### config.mk
export PLATFORM = sky130hd
export DESIGN_NAME = watch_time_serializer
export DESIGN_NICKNAME = d
export VERILOG_FILES = /design/src/rtl/watch_time_serializer.sv
export SDC_FILE = /design/constraint.sdc
export NUM_CORES = 1
export LEC_CHECK = 0
export CAP_MARGIN = 20
export CORE_AREA = 2 2 169 171
export CTS_CLUSTER_SIZE = 12
export DETAILED_ROUTE_END_ITERATION = 10
export DIE_AREA = 0 0 171 173
export PLACE_DENSITY = 0.62
export SLEW_MARGIN = 20
export SYNTH_ARGS = -nofsm -noshare
export SYNTH_HDL_FRONTEND = slang
export SYNTH_SLANG_ARGS = --single-unit
export TNS_END_PERCENT = 5
### constraint.sdc
create_clock -name clk_i -period 14.3 [get_ports clk_i]
set_input_delay 4.29 -clock clk_i [delete_from_list [all_inputs] [get_ports clk_i]]
set_output_delay 4.29 -clock clk_i [all_outputs]
set_load 0.1 [all_outputs]
### src/rtl/watch_time_serializer.sv
// Snapshots the ripple-clocked watch time registers, decodes them to binary and
// sends one UART-style frame per request. Define WATCH_TX_PARITY_EN to append an even-parity bit.
//
// state    | meaning
// ---------+------------------------------------------------------------
// S_IDLE   | line idle high, waiting for a synchronized req rising edge
// S_SETTLE | waiting for STABLE_SAMPLES identical samples or the timeout
// S_LATCH  | decode into output registers, pulse snap_valid, load frame
// S_START  | start bit (low)
// S_DATA   | 17 payload bits, LSB first
// S_PARITY | even parity over the payload (optional)
// S_STOP   | stop bit (high), then back to idle
module watch_time_serializer #(
  parameter int CLKS_PER_BIT   = 16,
  parameter int STABLE_SAMPLES = 2,
  parameter int STABLE_TIMEOUT = 255
) (
  input  logic        clk_i,
  input  logic        rst_ni,
  input  logic [3:0]  sec_fine_i,
  input  logic [11:0] sec_coarse_i,
  input  logic [3:0]  min_fine_i,
  input  logic [11:0] min_coarse_i,
  input  logic [11:0] hours_i,
  input  logic        req_i,
  output logic        busy_o,
  output logic        tx_o,
  output logic [5:0]  secs_bin_o,
  output logic [5:0]  mins_bin_o,
  output logic [3:0]  hours_bin_o,
  output logic        enc_err_o,
  output logic        snap_valid_o
);

  localparam int                TMO_W     = $clog2(STABLE_TIMEOUT + 1);
  localparam logic [15:0]       BAUD_LAST = 16'(CLKS_PER_BIT - 1);
  localparam logic [3:0]        MATCH_TGT = 4'(STABLE_SAMPLES);
  localparam logic [TMO_W-1:0]  TMO_LOAD  = TMO_W'(STABLE_TIMEOUT);

`ifdef WATCH_TX_PARITY_EN
  typedef enum logic [2:0] {S_IDLE, S_SETTLE, S_LATCH, S_START, S_DATA, S_PARITY, S_STOP} state_t;
`else
  typedef enum logic [2:0] {S_IDLE, S_SETTLE, S_LATCH, S_START, S_DATA, S_STOP} state_t;
`endif

  // Returns {bad, value[2:0]} for a thermometer code.
  function automatic logic [3:0] fine_dec(input logic [3:0] code);
    case (code)
      4'b0000: fine_dec = 4'b0_000;
      4'b1000: fine_dec = 4'b0_001;
      4'b1100: fine_dec = 4'b0_010;
      4'b1110: fine_dec = 4'b0_011;
      4'b1111: fine_dec = 4'b0_100;
      default: fine_dec = 4'b1_000;
    endcase
  endfunction

  // Returns {bad, index[3:0]}; bit k maps to index 11-k.
  function automatic logic [4:0] onehot_dec(input logic [11:0] code);
    logic [3:0] cnt;
    logic [3:0] idx;
    cnt = '0;
    idx = '0;
    for (int k = 0; k < 12; k++) begin
      if (code[k]) begin
        cnt = cnt + 4'd1;
        idx = 4'(11 - k);
      end
    end
    onehot_dec = (cnt == 4'd1) ? {1'b0, idx} : 5'b1_0000;
  endfunction

  logic [43:0] bus_raw, bus_s1_q, bus_s2_q, bus_prev_q;
  logic        req_s1_q, req_s2_q, req_prev_q;

  assign bus_raw = {hours_i, min_coarse_i, min_fine_i, sec_coarse_i, sec_fine_i};

  always_ff @(posedge clk_i or negedge rst_ni) begin
    if (!rst_ni) begin
      bus_s1_q   <= '0;
      bus_s2_q   <= '0;
      bus_prev_q <= '0;
      req_s1_q   <= 1'b0;
      req_s2_q   <= 1'b0;
      req_prev_q <= 1'b0;
    end else begin
      bus_s1_q   <= bus_raw;
      bus_s2_q   <= bus_s1_q;
      bus_prev_q <= bus_s2_q;
      req_s1_q   <= req_i;
      req_s2_q   <= req_s1_q;
      req_prev_q <= req_s2_q;
    end
  end

  logic [3:0] sf, mf;
  logic [4:0] sc, mc, hc;
  logic [5:0] secs_dec, mins_dec;
  logic       dec_bad;

  always_comb begin
    sf       = fine_dec(bus_s2_q[3:0]);
    sc       = onehot_dec(bus_s2_q[15:4]);
    mf       = fine_dec(bus_s2_q[19:16]);
    mc       = onehot_dec(bus_s2_q[31:20]);
    hc       = onehot_dec(bus_s2_q[43:32]);
    secs_dec = {2'b00, sc[3:0]} * 6'd5 + {3'b000, sf[2:0]};
    mins_dec = {2'b00, mc[3:0]} * 6'd5 + {3'b000, mf[2:0]};
    dec_bad  = sf[3] | sc[4] | mf[3] | mc[4] | hc[4];
  end

  state_t            state_q, state_d;
  logic [3:0]        match_q, match_d;
  logic [TMO_W-1:0]  tmo_q, tmo_d;
  logic              tflag_q, tflag_d;
  logic [15:0]       baud_q, baud_d;
  logic [4:0]        bit_q, bit_d;
  logic [16:0]       shift_q, shift_d;
  logic [5:0]        secs_q, secs_d, mins_q, mins_d;
  logic [3:0]        hours_q, hours_d;
  logic              err_q, err_d, snap_q, snap_d;
`ifdef WATCH_TX_PARITY_EN
  logic              par_q, par_d;
`endif

  always_comb begin
    state_d = state_q;
    match_d = match_q;
    tmo_d   = tmo_q;
    tflag_d = tflag_q;
    baud_d  = baud_q;
    bit_d   = bit_q;
    shift_d = shift_q;
    secs_d  = secs_q;
    mins_d  = mins_q;
    hours_d = hours_q;
    err_d   = err_q;
    snap_d  = 1'b0;
`ifdef WATCH_TX_PARITY_EN
    par_d   = par_q;
`endif
    case (state_q)
      S_IDLE: begin
        if (req_s2_q && !req_prev_q) begin
          state_d = S_SETTLE;
          match_d = '0;
          tmo_d   = TMO_LOAD;
          tflag_d = 1'b0;
        end
      end
      S_SETTLE: begin
        match_d = (bus_s2_q == bus_prev_q) ? match_q + 4'd1 : 4'd0;
        tmo_d   = tmo_q - TMO_W'(1);
        if (match_d == MATCH_TGT) begin
          state_d = S_LATCH;
        end else if (tmo_q == TMO_W'(1)) begin
          state_d = S_LATCH;
          tflag_d = 1'b1;
        end
      end
      S_LATCH: begin
        secs_d  = secs_dec;
        mins_d  = mins_dec;
        hours_d = hc[3:0];
        err_d   = dec_bad | tflag_q;
        snap_d  = 1'b1;
        shift_d = {err_d, hc[3:0], mins_dec, secs_dec};
`ifdef WATCH_TX_PARITY_EN
        par_d   = ^shift_d;
`endif
        baud_d  = BAUD_LAST;
        state_d = S_START;
      end
      S_START: begin
        if (baud_q == 16'd0) begin
          baud_d  = BAUD_LAST;
          bit_d   = '0;
          state_d = S_DATA;
        end else begin
          baud_d = baud_q - 16'd1;
        end
      end
      S_DATA: begin
        if (baud_q == 16'd0) begin
          baud_d  = BAUD_LAST;
          shift_d = shift_q >> 1;
          if (bit_q == 5'd16) begin
            bit_d = '0;
`ifdef WATCH_TX_PARITY_EN
            state_d = S_PARITY;
`else
            state_d = S_STOP;
`endif
          end else begin
            bit_d = bit_q + 5'd1;
          end
        end else begin
          baud_d = baud_q - 16'd1;
        end
      end
`ifdef WATCH_TX_PARITY_EN
      S_PARITY: begin
        if (baud_q == 16'd0) begin
          baud_d  = BAUD_LAST;
          state_d = S_STOP;
        end else begin
          baud_d = baud_q - 16'd1;
        end
      end
`endif
      S_STOP: begin
        if (baud_q == 16'd0) begin
          state_d = S_IDLE;
        end else begin
          baud_d = baud_q - 16'd1;
        end
      end
      default: state_d = S_IDLE;
    endcase
  end

  always_ff @(posedge clk_i or negedge rst_ni) begin
    if (!rst_ni) begin
      state_q <= S_IDLE;
      match_q <= '0;
      tmo_q   <= '0;
      tflag_q <= 1'b0;
      baud_q  <= '0;
      bit_q   <= '0;
      shift_q <= '0;
      secs_q  <= '0;
      mins_q  <= '0;
      hours_q <= '0;
      err_q   <= 1'b0;
      snap_q  <= 1'b0;
`ifdef WATCH_TX_PARITY_EN
      par_q   <= 1'b0;
`endif
    end else begin
      state_q <= state_d;
      match_q <= match_d;
      tmo_q   <= tmo_d;
      tflag_q <= tflag_d;
      baud_q  <= baud_d;
      bit_q   <= bit_d;
      shift_q <= shift_d;
      secs_q  <= secs_d;
      mins_q  <= mins_d;
      hours_q <= hours_d;
      err_q   <= err_d;
      snap_q  <= snap_d;
`ifdef WATCH_TX_PARITY_EN
      par_q   <= par_d;
`endif
    end
  end

  // tx decodes straight from state so an async reset forces the line high at once.
  always_comb begin
    tx_o = 1'b1;
    case (state_q)
      S_START:  tx_o = 1'b0;
      S_DATA:   tx_o = shift_q[0];
`ifdef WATCH_TX_PARITY_EN
      S_PARITY: tx_o = par_q;
`endif
      default:  tx_o = 1'b1;
    endcase
  end

  assign busy_o       = (state_q != S_IDLE);
  assign secs_bin_o   = secs_q;
  assign mins_bin_o   = mins_q;
  assign hours_bin_o  = hours_q;
  assign enc_err_o    = err_q;
  assign snap_valid_o = snap_q;

endmodule
Word level (Yosys, flattened, before mapping)
Cells that the tools add are included.

word-level totals
  bits in latches = 0
  memory bits (writable) = 0
  memories kept = 0
  memory bits (read-only) = 0
  flip-flop bits (word level) = 207
  input port bits = 47

operators by class
  reduce and logical (&&, ||, !) cells = 18
  equality and inequality tests = 29
  $add $sub $neg = 39
  multiplexer cells = 105
  order comparisons = 0
  shifts and indexed selects = 0
  div/mod/pow operators = 0
  bitwise operators = 5
  multiply operators = 2

operator list
  cell                     number
  $mux W4                  71
  $add A4 B1 Y4 const B    34
  $pmux W16 S3             1
  $eq A44 B44 Y1           1
  $pmux W4 S5              2
  $pmux W17 S2             1
  $eq A4 B4 Y1 const B     8
  $mux W16                 2
  $mux W5                  6
  $mux W3                  7
  $pmux W3 S6              1
  $mux W17                 1
  $logic_not A16 Y1        1
  $ne A2 B2 Y1 const B     8
  $pmux W8 S2              1
  $sub A16 B1 Y16 const B  1
  $add A6 B3 Y6            2
  $eq A4 B1 Y1 const B     3
  $mul A4 B3 Y6 const B    2
  $pmux W5 S2              1
  $eq A8 B1 Y1 const B     1
  $logic_not A4 Y1         2
  $mux W8                  1
  $pmux W4 S2              1
  21 further kinds         39

Longest topological paths before layout
  word-level depth = 31
  gate-level depth with buffers = 44

Least setup slack after synthesis
No wires, ideal clock.

  path type = register to register
  start point = register bus_s2_q[4]
  end point = register shift_q[5]
  arrival time = 8.453 ns
  buffers on the path = 0
  library setup time = 0.118 ns
  clock period less this slack = 8.571 ns
  path slack = 5.729 ns
  cell stages (with the launch flop) = 44
  cell sequence = dfrtp_1 > ha_1 > nor2b_1 > or2_2 > ha_1 > nor2b_1 > nor2_1 > ha_1 > nand2_1 > o31ai_1 > ha_1 > and2_1 > a31oi_1 > a21oi_1 > ha_1 > inv_1 > a221o_1 > inv_1 > [... 8 more ...] > ha_1 > mux2_2 > ha_1 > nand2_1 > xor2_1 > xnor2_1 > o311a_1 > nand2_1 > nor3_1 > ha_1 > ha_1 > fa_1 > a21o_1 > a21oi_1 > xnor2_1 > xnor2_1 > a21oi_1 > a21o_1

on the way
  cells in the longest elaborated chain, start to end = 28
  elaborated cells on any way between the ends = 40
  those cells by class = add/sub (12); mul (1); eq/ne (1); mux (26)

RTL lines
  element                   line  source
  start: declaration        73    logic [43:0] bus_raw, bus_s1_q, bus_s2_q, bus_prev_q;
  start signal: assignment  88    bus_s2_q <= bus_s1_q;
  $mux W1                   65    if (code[k]) begin
  $add A4 B1 Y4             66    cnt = cnt + 4'd1;
  $mux W4                   65
  $add A4 B1 Y4             66
  $mux W4                   65
  $add A4 B1 Y4             66
  $mux W4                   65
  $add A4 B1 Y4             66
  [... 12 more ...]         n/a
  $mux W4                   65
  $add A4 B1 Y4             66
  $mux W4                   65
  $eq A4 B1 Y1              70    onehot_dec = (cnt == 4'd1) ? {1'b0, idx} : 5'b1_0000;
  $mux W5 *                 70
  $mul A4 B3 Y6 *           107   secs_dec = {2'b00, sc[3:0]} * 6'd5 + {3'b000, sf[2:0]};
  $add A6 B3 Y6 *           107
  $pmux W17 S2 *            142   case (state_q)
  end signal: assignment    246   shift_q <= shift_d;
  end: declaration          118   logic [16:0] shift_q, shift_d;

Mark *: on every way between the ends. The rest lies on a longest branch, timed or not.
A chain may end at the register's enable or synchronous reset.

Worst setup path after layout
Ends and elaborated chain as after synthesis.

==> out/results.txt <==
n_diodes - 0
RSZ-0062 raised after global routing - false
via/cell ratio - 4.981
core box area - 27,630 sq um
CP Data Arrival Time - 9.59 ns
Final GP Congestion - 0.8340
CP Launch Type - flop
Yosys cell types - 81
Post-Syn Area per Cell - 10.28 sq um
worst vdd ir - 0.0001032 V
Critical Path RT - 14.72 ns
DR pass1 iterations - 4
Initial Utilization - 39.51%
Die W - 171 microns
Setup WS pre-CTS - 5.112 ns
most frequent cells in the layout - 207 x dfrtp_1, 127 x nand2_1, 86 x nor2_1
post_cts resized - 0
DRC violations left - 0
CP max-delay cell - fa_1
met1 Use GR - 21.26%
post-route setup slack - 5.125 ns
Tcrit/Tclk final - 64.16%
synthesized flop and latch total - 207
buffers and inverters on the worst path - 2
hold buffers post-CTS - 0
Multi-input gate area - 5384 sq um
Storage cell area - 5180 sq um
GRT met3 Usage - 2.495%
root buf cell - clkbuf_16
Finish-stage setup viols - 0
layer with the highest usage - met2
Final HPWL DP - 15,920 microns
routing usage on met2 - 25.02%
Worst-path clk slew - 0.06 ns
# rows - 61
Slew Limit Headroom - 32.59%
Setup CP Type - flop to flop
number of global-route vias before repair - 7,424
Hold Crit Class - flop to flop
routed via count - 7,486
final worst path period need - 9.175 ns
asr flop ratio synth - 100.0%
CP delay by family, top - adder cells
leakage - 0.005694 uW
final core utilization - 45.92%
CP max FO - 5
clk buf depth - 3
Fin. Hold Viols - 0
Yosys Warn Count - 0
Slew @ Worst Pin - 1.008 ns
die area - 29,580 sq um
first-pass GRT wire length - 37,290 microns
main flop type after synthesis - dfrtp_1
mapped cell area - 10,920 sq um
crit-path max cell delay - 0.46 ns
DR WL/cell - 14.64 microns
initial antenna violation count - 0
all-layer global routing usage - 15.35%
most common cell after layout, fill and taps aside - dfrtp_1
clk_lat worst skew - 0.52 ns
port bufs - 66
achievable frequency - 109.0 MHz
TNS Setup - 0 ns
FILL cells - 2,632
Area Growth Syn to Fin - 16.22%
wirelength, routed - 22,010 microns
Seq/Total Area, Yosys - 47.46%
largest net degree at the start of global routing - 91
fraction of layout instances using a drive strength above 1 - 6.311%
Die Y - 173 microns
Setup crit end kind - flop
Synth Net Count - 1,175
Final Skew - 0.02660 ns
CTS tree - yes
postcts setup bufs - 0
WHS - 0.3433 ns
max_cap viols - 0
Ports - 67
H-tree levels - 1
Critical Path Most Common Cell - ha_1
Detail Route Antenna Nets - 0
Max Slew Vio Count - 0
status - finished clean
starting DRC count in detailed routing - 358
cells after synthesis - 1,062
Final nets - 1,224
Sinks on Clock Net - 207
CTS Buf Count - 24
Remaining Overflow, GRT - 0
pwr/cell area - 171.2 nW/um^2
Post-synth EDFFs - 0
report_power, final:
part	switching [uW]	total (uW)	internal (uW)	leakage, uW
Combinational	496	817	321	0.00282
Clock	231	606	375	0.000385
Sequential	80.8	748	667	0.00249
Total	808	2170	1360	0.00569
through the flow:
| stage | total power (uW) | area, sq um | std cells |
|---|---|---|---|
| 2_1_floorplan | 1387 | 10920 | 1062 |
| 3_3_place_gp | 1557 | 11890 | 1463 |
| 3_5_place_dp | 1577 | 11890 | 1463 |
| 4_1_cts | 2194 | 12690 | 1503 |
| 5_1_grt | 2321 | 12690 | 1503 |
| 6_report | 2171 | 12690 | 1503 |
routing by layer:
metal / vias up / share of wire [%]
met5: - / 0
met4: 0 / 2.0
met3: 33 / 3.6
met2: 87 / 47
met1: 3600 / 47
li1: 3766 / -
synth_stat cells, drive strengths merged, types with 4 or more instances:
cell type | number | share of area, %
a21o | 10 | 0.69
a21oi | 38 | 1.8
a31oi | 12 | 0.69
and2 | 6 | 0.34
and3 | 7 | 0.40
buf | 10 | 0.47
clkbuf | 36 | 1.2
dfrtp | 207 | 47
ha | 64 | 7.3
inv | 44 | 1.5
mux2 | 7 | 0.72
mux2i | 7 | 0.64
nand2 | 127 | 4.4
nand2b | 12 | 0.69
nand3 | 24 | 1.1
nand3b | 5 | 0.46
nand4 | 9 | 0.52
nor2 | 86 | 3.0
nor2b | 11 | 0.63
nor3 | 16 | 0.73
nor3b | 4 | 0.28
nor4 | 26 | 1.5
o21ai | 57 | 2.6
o22ai | 7 | 0.40
o31ai | 8 | 0.55
or2 | 6 | 0.34
or3 | 7 | 0.40
or3b | 4 | 0.32
or4 | 4 | 0.28
xnor2 | 57 | 5.0
xnor3 | 8 | 1.7
xor2 | 73 | 6.1
cells by family after synthesis:
logic type / after synthesis / share of synthesized area [%]
DFF: 207 / 47.46
buffers and inverters: 90 / 3.221
adders and majority gates: 66 / 7.703
and+or+nand+nor: 364 / 16.15
AOI/OAI and AO/OA: 180 / 10.65
xor gates and xnor gates: 141 / 13.46
muxes: 14 / 1.364
cell type report:
| class | instances | area share (%) |
|---|---|---|
| clock buffer | 37 | 5.918 |
| multi-input combinational | 765 | 42.44 |
| inverter | 44 | 1.302 |
| sequential | 207 | 40.83 |
| tap | 378 | 3.728 |
| timing repair buffer | 69 | 5.425 |
| clock inverter | 3 | 0.3551 |
sequential cells by signal, summed over array words and instances (netlist names), 4 cells and up:
register     cells
mins_bin_o       6
secs_bin_o       6
bus_prev_q      44
match_q          4
baud_q          16
bit_q            5
tmo_q            8
shift_q         17
hours_bin_o      4
bus_s1_q        44
bus_s2_q        44
path summary, 6_finish.rpt:
| path | startpoint | endpoint | slack (ns) | cells after the start |
|---|---|---|---|---|
| setup / recovery | bus_s2_q[4]$_DFF_PN0_ | shift_q[5]$_DFFE_PN0P_ | 5.13 | 43 |
| hold / removal | bus_s1_q[1]$_DFF_PN0_ | bus_s2_q[1]$_DFF_PN0_ | 0.34 | 0 |
| setup reg to reg | bus_s2_q[4]$_DFF_PN0_ | shift_q[5]$_DFFE_PN0P_ | 5.13 | 43 |
| hold reg to reg | bus_s1_q[1]$_DFF_PN0_ | bus_s2_q[1]$_DFF_PN0_ | 0.34 | 0 |
| max in group asynchronous | rst_ni | bus_prev_q[18]$_DFF_PN0_ | 8.57 | 3 |
| min in group asynchronous | rst_ni | bus_s1_q[39]$_DFF_PN0_ | 3.79 | 1 |
worst reg2reg max path: cells and delay by family, from the launching register on:
kind / cells / cell delay, ns
AND/OR/NAND/NOR: 10 / 1.40
XOR/XNOR: 4 / 0.62
AO/OA/AOI/OAI: 11 / 1.75
multiplexers: 3 / 0.87
adder cells (fa/ha/maj): 13 / 3.85
buffers and inverters: 2 / 0.18
flip-flops: 1 / 0.43
Note: power is estimated with default switching activity, not from simulation.
